File: src/rtl/pipe_hazard_ctrl.sv
// Hazard, forwarding and flush control for an in-order pipeline.
// In-flight writers are tracked in a shadow pipeline of DEPTH post-ID slots (slot1=EX).
module pipe_hazard_ctrl #(
  parameter int RF_ADDRESS = 5,
  parameter int NUM_SRC    = 2,
  parameter int DEPTH      = 3,
  parameter int LOAD_LAT   = 1,
  parameter int CNT_W      = 32,
  localparam int FS_W      = $clog2(DEPTH)
) (
  input  logic                          clk,
  input  logic                          reset,
  input  logic                          id_valid,
  input  logic [NUM_SRC*RF_ADDRESS-1:0] id_rs,
  input  logic [NUM_SRC-1:0]            id_rs_used,
  input  logic [RF_ADDRESS-1:0]         id_rd,
  input  logic                          id_regwrite,
  input  logic                          id_memread,
  input  logic                          ex_busy,
  input  logic                          ex_redirect,
  output logic                          pc_stall,
  output logic                          if_id_stall,
  output logic                          if_id_flush,
  output logic                          id_ex_bubble,
  output logic                          ex_hold,
  output logic [NUM_SRC*FS_W-1:0]       fwd_sel,
  output logic [CNT_W-1:0]              stall_cnt,
  output logic [CNT_W-1:0]              flush_cnt
);

  typedef struct packed {
    logic                  vld;
    logic                  wen;
    logic                  load;
    logic [RF_ADDRESS-1:0] rd;
  } slot_t;

  slot_t                         r_slot [1:DEPTH];
  logic [NUM_SRC*RF_ADDRESS-1:0] r_ex_rs;
  logic [NUM_SRC-1:0]            r_ex_rs_used;
  logic                          r_ex_first;
  logic [CNT_W-1:0]              r_stall_cnt;
  logic [CNT_W-1:0]              r_flush_cnt;

  logic                    w_luh;
  logic                    w_luh_hit;
  logic                    w_fwd_hit;
  logic                    w_luh_act;
  logic                    w_redir_act;
  logic                    w_stall_int;
  logic                    w_take_id;
  logic [NUM_SRC*FS_W-1:0] w_fwd_sel;

  function automatic logic f_match(input slot_t s, input logic [RF_ADDRESS-1:0] rs);
    return s.vld && s.wen && (s.rd != '0) && (s.rd == rs);
  endfunction

  // Only the youngest writer of a register matters; an older load behind it is shadowed.
  always_comb begin
    w_luh     = 1'b0;
    w_luh_hit = 1'b0;
    for (int s = 0; s < NUM_SRC; s++) begin
      w_luh_hit = 1'b0;
      if (id_valid && id_rs_used[s]) begin
        for (int j = 1; j <= DEPTH; j++) begin
          if (!w_luh_hit && f_match(r_slot[j], id_rs[s*RF_ADDRESS +: RF_ADDRESS])) begin
            w_luh_hit = 1'b1;
            if (r_slot[j].load && (j < DEPTH) && (j + 1 < 2 + LOAD_LAT))
              w_luh = 1'b1;
          end
        end
      end
    end
  end

  // Operands are captured on the first EX cycle only, so later hold cycles select the ID/EX value.
  always_comb begin
    w_fwd_sel = '0;
    w_fwd_hit = 1'b0;
    for (int s = 0; s < NUM_SRC; s++) begin
      w_fwd_hit = 1'b0;
      if (r_slot[1].vld && r_ex_first && r_ex_rs_used[s]) begin
        for (int k = 2; k <= DEPTH; k++) begin
          if (!w_fwd_hit && f_match(r_slot[k], r_ex_rs[s*RF_ADDRESS +: RF_ADDRESS])) begin
            w_fwd_hit = 1'b1;
            w_fwd_sel[s*FS_W +: FS_W] = FS_W'(k - 1);
          end
        end
      end
    end
  end

  assign w_redir_act = ex_redirect && !ex_busy;
  assign w_luh_act   = w_luh && !ex_busy && !ex_redirect;
  assign w_stall_int = ex_busy || w_luh_act;
  assign w_take_id   = id_valid && !w_redir_act && !w_luh_act;

  assign pc_stall     = !reset && w_stall_int;
  assign if_id_stall  = !reset && w_stall_int;
  assign if_id_flush  = !reset && w_redir_act;
  assign id_ex_bubble = !reset && (w_redir_act || w_luh_act);
  assign ex_hold      = !reset && ex_busy;
  assign fwd_sel      = reset ? '0 : w_fwd_sel;
  assign stall_cnt    = r_stall_cnt;
  assign flush_cnt    = r_flush_cnt;

  always_ff @(posedge clk or posedge reset) begin
    if (reset) begin
      for (int k = 1; k <= DEPTH; k++) r_slot[k] <= '0;
      r_ex_rs      <= '0;
      r_ex_rs_used <= '0;
      r_ex_first   <= 1'b0;
      r_stall_cnt  <= '0;
      r_flush_cnt  <= '0;
    end else begin
      if (ex_busy) begin
        // EX holds its instruction; a bubble leaves toward MEM while older slots drain.
        r_ex_first <= 1'b0;
        r_slot[2]  <= '0;
        for (int k = 3; k <= DEPTH; k++) r_slot[k] <= r_slot[k-1];
      end else begin
        for (int k = 2; k <= DEPTH; k++) r_slot[k] <= r_slot[k-1];
        if (w_take_id) begin
          r_slot[1].vld  <= 1'b1;
          r_slot[1].wen  <= id_regwrite;
          r_slot[1].load <= id_memread;
          r_slot[1].rd   <= id_rd;
          r_ex_rs        <= id_rs;
          r_ex_rs_used   <= id_rs_used;
          r_ex_first     <= 1'b1;
        end else begin
          r_slot[1]    <= '0;
          r_ex_rs_used <= '0;
          r_ex_first   <= 1'b0;
        end
      end

      if (w_stall_int && (r_stall_cnt != {CNT_W{1'b1}}))
        r_stall_cnt <= r_stall_cnt + CNT_W'(1);
      if (w_redir_act && (r_flush_cnt != {CNT_W{1'b1}}))
        r_flush_cnt <= r_flush_cnt + CNT_W'(1);
    end
  end

endmodule

File: config.mk
export PLATFORM = sky130hd
export DESIGN_NAME = pipe_hazard_ctrl
export DESIGN_NICKNAME = d
export VERILOG_FILES = /design/src/rtl/pipe_hazard_ctrl.sv
export SDC_FILE = /design/constraint.sdc
export NUM_CORES = 1
export LEC_CHECK = 0
export ABC_AREA = 0
export CORE_ASPECT_RATIO = 0.75
export CORE_UTILIZATION = 35
export DETAILED_ROUTE_END_ITERATION = 10
export PLACE_DENSITY = 0.64
export SKIP_LAST_GASP = 1
export SLEW_MARGIN = 40
export SYNTH_ARGS = -nofsm -noshare
export SYNTH_HDL_FRONTEND = slang
export SYNTH_SLANG_ARGS = --single-unit
File: constraint.sdc
create_clock -name clk -period 8.02 [get_ports clk]
set_input_delay 1.604 -clock clk [delete_from_list [all_inputs] [get_ports clk]]
set_output_delay 1.604 -clock clk [all_outputs]
set_load 0.005 [all_outputs]
Yosys cells after proc, flatten, opt, wreduce, memory -nomap -nowiden. Cells that the tools add are included.

Flip-flop bits (word level): 100. RAM bits: 0. Bits of input ports: 24. Output and inout port bits: 73. Bits in latches: 0. ROM bits: 0. Memories: 0.

Eq/ne operators: 8. Muxes and demuxes: 22. Shift operators: 0. Divide/modulo/power cells: 0. Bitwise operators: 1. $mul: 0. Order comparisons: 0. Reduce and logical (&&, ||, !) cells: 43. $add $sub $neg: 2.

Operator list (number): 32-bit by 1-bit adder with 32-bit output, second input constant (2); 32-bit != test, second input constant (2); 5-bit equality test (6); 1-bit logical AND (30); 16-bit 2-to-1 mux (1); 5-bit nonzero test (3); 1-bit 2-to-1 mux (14); 2-bit 2-to-1 mux (5); 8-bit 2-to-1 mux (1); 1-bit zero test (7); 4-bit 2-to-1 mux (1); 1-bit logical OR (2); 2-bit AND reduction (1); 1-bit inverter (1).

Depth between registers and ports, before layout.
Depth in word-level cells: 14. Gate-level depth with buffers: 9. Mapped depth without buffers: 7.

Least setup slack after synthesis. No wires, ideal clock.

Path type: input-to-output. From: in reset. To: out fwd_sel[3]. Slack: 1.750 ns. Path buffers: 0. Arrival: 4.666 ns. Cell stages on the path: 6. Cell sequence: inv_1 > and3_1 > nand2_1 > nor4_1 > nand4_1 > nor2_1.

Longest elaborated chain between the ends: 1.

Ends and longest elaborated chain: start: declaration (RTL line 12) `input logic reset,`; 4-bit 2-to-1 mux (RTL line 103) `assign fwd_sel = reset ? '0 : w_fwd_sel;`; end: declaration (RTL line 26) `output logic [NUM_SRC*FS_W-1:0] fwd_sel,`.

Every way passes these cells.

Worst setup path after layout.
From: in ex_busy. To: out pc_stall.

Longest elaborated chain between the ends: 5.

Ends and longest elaborated chain: start: declaration (RTL line 19) `input logic ex_busy,`; 1-bit zero test (RTL line 94) `assign w_luh_act = w_luh && !ex_busy && !ex_redirect;`; 1-bit logical AND (2 in series) (RTL line 94); 1-bit logical OR (*) (RTL line 95) `assign w_stall_int = ex_busy || w_luh_act;`; 1-bit logical AND (*) (RTL line 98) `assign pc_stall = !reset && w_stall_int;`; end: declaration (RTL line 21) `output logic pc_stall,`.

Mark *: on every way between the ends. The rest lies on a longest branch, timed or not.

==> impl.org <==
** Setup path
- Counting both buffers and inverters, the worst setup path holds a total of 2.
- Data required time of the critical path :: 6.42 ns
- Walking the worst path, the cells encountered are clkdlybuf4s50_1 > nor4bb_1 > o211ai_2 > o21ai_2 > and2_1 > clkdlybuf4s50_1.
- In this design, the stage delay of the slowest critical-path cell is 0.74 ns.
- Worst-path fanout max :: 20
- Kind of launch point of the worst setup path :: primary input
- Crit-path most repeated cell :: sky130_fd_sc_hd__clkdlybuf4s50_1
- The slowest stage of the critical path belongs to the cell sky130_fd_sc_hd__clkdlybuf4s50_1.
- Arrival time of data at the critical path endpoint :: 4.08 ns
- STA classifies the critical path endpoint as an output port.
- In this design, the largest share of critical-path delay is due to buffers and inverters.
- The worst setup path is of the in2out kind.

** Placed design
- Input/output buffers :: 96
- Final GP Congestion :: 0.876
- DP Wirelength :: 7.81 mm

** Clock tree
- At the later pin of the worst-skew pair, clock insertion delay measures 0.34 ns.
- In this run the post-CTS setup repair buffer count came out at 0.
- Clock transition at the registers of the reported paths :: 0.07 ns
- TritonCTS built the clock tree.
- CTS sink cnt :: 99
- Root cell of the clock tree :: sky130_fd_sc_hd__clkbuf_16
- Total of hold buffers inserted after clock tree synthesis :: 0
- Number of H-tree levels :: 3
- The clock passes through at most 2 buffers.
- Quantity of gates resized following cts :: 0
- Clock tree synthesis inserted a total of 9 buffers.

** Timing
- Min Hold Slack :: 0.381 ns
- Slew margin rel. :: 52.2%
- Adding up every negative setup slack in the final design gives 0 ns.
- After layout, the worst path uses 70.9% of the clock period.
- RSZ-0062 raised after global routing :: no
- The worst path in the final design needs a cycle of 5.69 ns, including I/O delays and setup.
- At the pin with the least slew margin, the transition time is 0.716 ns.
- On the final layout, the worst clock skew is 0.00632 ns.
- Final Hold Violating Endpoints :: 0
- The final number of max-transition violations is 0.
- Setup violations remaining at the end of the flow were counted as 0.
- Maximum operating frequency :: 176 MHz

** Final layout
- The library cell used most frequently in the layout, excluding fill and tap cells, is sky130_fd_sc_hd__dfrtp_1.
- The top cell types in the final layout, fill and taps aside, are 99 x sky130_fd_sc_hd__dfrtp_1, 96 x sky130_fd_sc_hd__clkdlybuf4s50_1, 74 x sky130_fd_sc_hd__xnor2_1, 31 x sky130_fd_sc_hd__nand3_1, 24 x sky130_fd_sc_hd__nand4_1.
- The final layout contains 520 nets.
- In the final layout, the share of cells above drive strength 1 is 5.41%.
- Area overhead of the layout relative to synthesis :: 32.4%
- The layout has 1163 filler cells.
- 0 antenna diodes ended up in the layout.

** Die
- Horizontal die dimension :: 134 microns
- The die covers 13600 sq um.
- Num rows :: 35
- Measured along the y axis, the die boundary spans 101 microns.
- Core Region :: 12500 sq um
- For this design the top-level I/O count stands at 97.
- Initial Util :: 36.6%

** Synth
- The cell area that synthesis handed to floorplanning was 4590 sq um.
- The most used flip-flop cell after synthesis is sky130_fd_sc_hd__dfrtp_1.
- The share of synthesized area in the top cell type comes to 54.0%.
- In this run, synthesis inferred 0 flip-flops with an integrated enable.
- Yosys printed 0 warnings.
- Count of cell types in the netlist :: 42
- Sequential cells were found to cover 54.0% of the synthesized design area.
- After synthesis the netlist holds a flip-flop and latch count of 99.
- Each instance of the synthesized netlist takes up on average 11.6 sq um.
- Dominant cells by area after synthesis :: sky130_fd_sc_hd__dfrtp_1 54%, sky130_fd_sc_hd__xnor2_1 14%, sky130_fd_sc_hd__xor2_1 3.4%
- Syn Inst Count :: 394
- When the netlist entered floorplanning its net count stood at 420.
- The biggest area contributor in the post-synthesis netlist is sky130_fd_sc_hd__dfrtp_1.
- Counting flops with an async set or reset pin after synthesis yields a share of 100%.

** GRT
- Summed over all layers, the global routing overflow is 0.
- Global routing used 16.9% of the available tracks.
- The number of antenna violations at the first check in global routing is 0.
- The number of global-route vias before repair came to 3387.
- The first global-routing pass estimated 17.8 mm of wire.
- Pin count of the biggest net entering global routing :: 53

** Power and ir drop
- Dividing total power by cell area gives a power density of 209 nW/um^2.
- Across the VDD grid, the largest voltage drop is 120 uV.
- For this design the static power due to leakage is 2.53 nW.

** Routing
- Across all layers, the routed design uses 3383 vias.
- Routed length per instance :: 16.2 microns
- For this run, the detailed router's first-pass iteration total came to 4.
- Wire length reported by the detailed router :: 10.8 mm
- The count of nets left with antenna violations once routing finished came out at 0.
- After detailed routing, the number of remaining DRC violations is 0.
- Post-detailed-route via-to-cell ratio :: 5.09
- The detailed router finished its first iteration with 144 violations.

** Flow run
- Max-cap check violation count :: 0

** Outcome
- Status :: completed

** Hold path
- The path class of the tightest hold or removal check is reg2reg.
## sequential cells by signal, summed over array words and instances, names as in the netlist
name	flops
flush_cnt	32
r_ex_first	1
r_ex_rs	10
r_ex_rs_used	2
r_slot	22
stall_cnt	32
## cells in the mapped netlist (3+ instances only)
master / n
sky130_fd_sc_hd__nor2_1: 14
sky130_fd_sc_hd__mux2_2: 3
sky130_fd_sc_hd__xnor2_1: 74
sky130_fd_sc_hd__nor3_1: 4
sky130_fd_sc_hd__nand3_1: 31
sky130_fd_sc_hd__dfrtp_1: 99
sky130_fd_sc_hd__nand4b_1: 3
sky130_fd_sc_hd__or4_1: 4
sky130_fd_sc_hd__xor2_1: 18
sky130_fd_sc_hd__nor2b_1: 7
sky130_fd_sc_hd__and4_1: 12
sky130_fd_sc_hd__nand2_1: 22
sky130_fd_sc_hd__and3_1: 20
sky130_fd_sc_hd__mux2_1: 9
sky130_fd_sc_hd__nor4_1: 4
sky130_fd_sc_hd__buf_2: 4
sky130_fd_sc_hd__nand4_1: 24
sky130_fd_sc_hd__a22o_1: 9
sky130_fd_sc_hd__and2_1: 5
## worst paths after layout
check | slack [ns] | end | from | cells after the start
worst max-delay path | 2.33 | pc_stall | ex_busy | 6
worst min-delay path | 0.38 | r_slot[7]$_DFF_PP0_ | r_slot[15]$_DFF_PP0_ | 0
worst max register to register | 5.41 | r_ex_rs[4]$_DFFE_PP0P_ | r_slot[18]$_DFFE_PP0N_ | 6
worst min register to register | 0.38 | r_slot[7]$_DFF_PP0_ | r_slot[15]$_DFF_PP0_ | 0
max in group asynchronous | 5.17 | flush_cnt[29]$_DFFE_PP0P_ | reset | 3
min in group asynchronous | 1.75 | r_slot[16]$_DFFE_PP0N_ | reset | 2
## kinds of logic (layout without fill, tap and decap cells)
family                   count (synthesis)  after routing  share of synthesized area [%]
adder cells (fa/ha/maj)                  2              2                          0.546
AO/OA/AOI/OAI                           21             21                           3.85
multiplexers                            12             12                           2.95
buffers and inverters                   11            116                           1.26
flip-flops                              99             99                           54.0
AND/OR/NAND/NOR                        157            157                           19.8
XOR/XNOR                                92             92                           17.6
## layout make-up
type / count / area, sq um / share of cell area (%)
clock buffers: 11 / 253 / 4.16
clock inverters: 5 / 83.8 / 1.38
inverters: 2 / 10.0 / 0.165
multi-input cells: 284 / 2060 / 33.9
flip-flops and latches: 99 / 2480 / 40.8
well taps: 166 / 208 / 3.42
repair buffers: 98 / 980 / 16.1
## metal layers
layer  GRT usage [%]  part of all wire (%)  vias up
met5               0                     0        -
met4            5.45                   1.5        0
met3            4.30                   5.0       14
met2            25.8                    44       67
met1            23.6                    49     1702
li1                -                     -     1600
## power by group
group / switching [mW] / leakage, nW / internal, mW
clock: 0.187 / 0.158 / 0.291
sequential: 0.0618 / 1.33 / 0.544
combinational: 0.0702 / 1.04 / 0.114
## metrics by stage
step                      cells  power, mW  setup WS [ns]  cell area, sq um  util (%)
after floorplan             394      0.692           1.75              4590         -
after CTS                   665       1.29           2.31              6070      48.5
after global routing        665       1.33           2.09              6070      48.5
final                       665       1.27           2.33              6070      48.5
after global placement      648      0.793           2.40              5710      45.6
after detailed placement    649      0.801           2.31              5730      45.8
No activity file was read; power rests on OpenSTA's default activity.
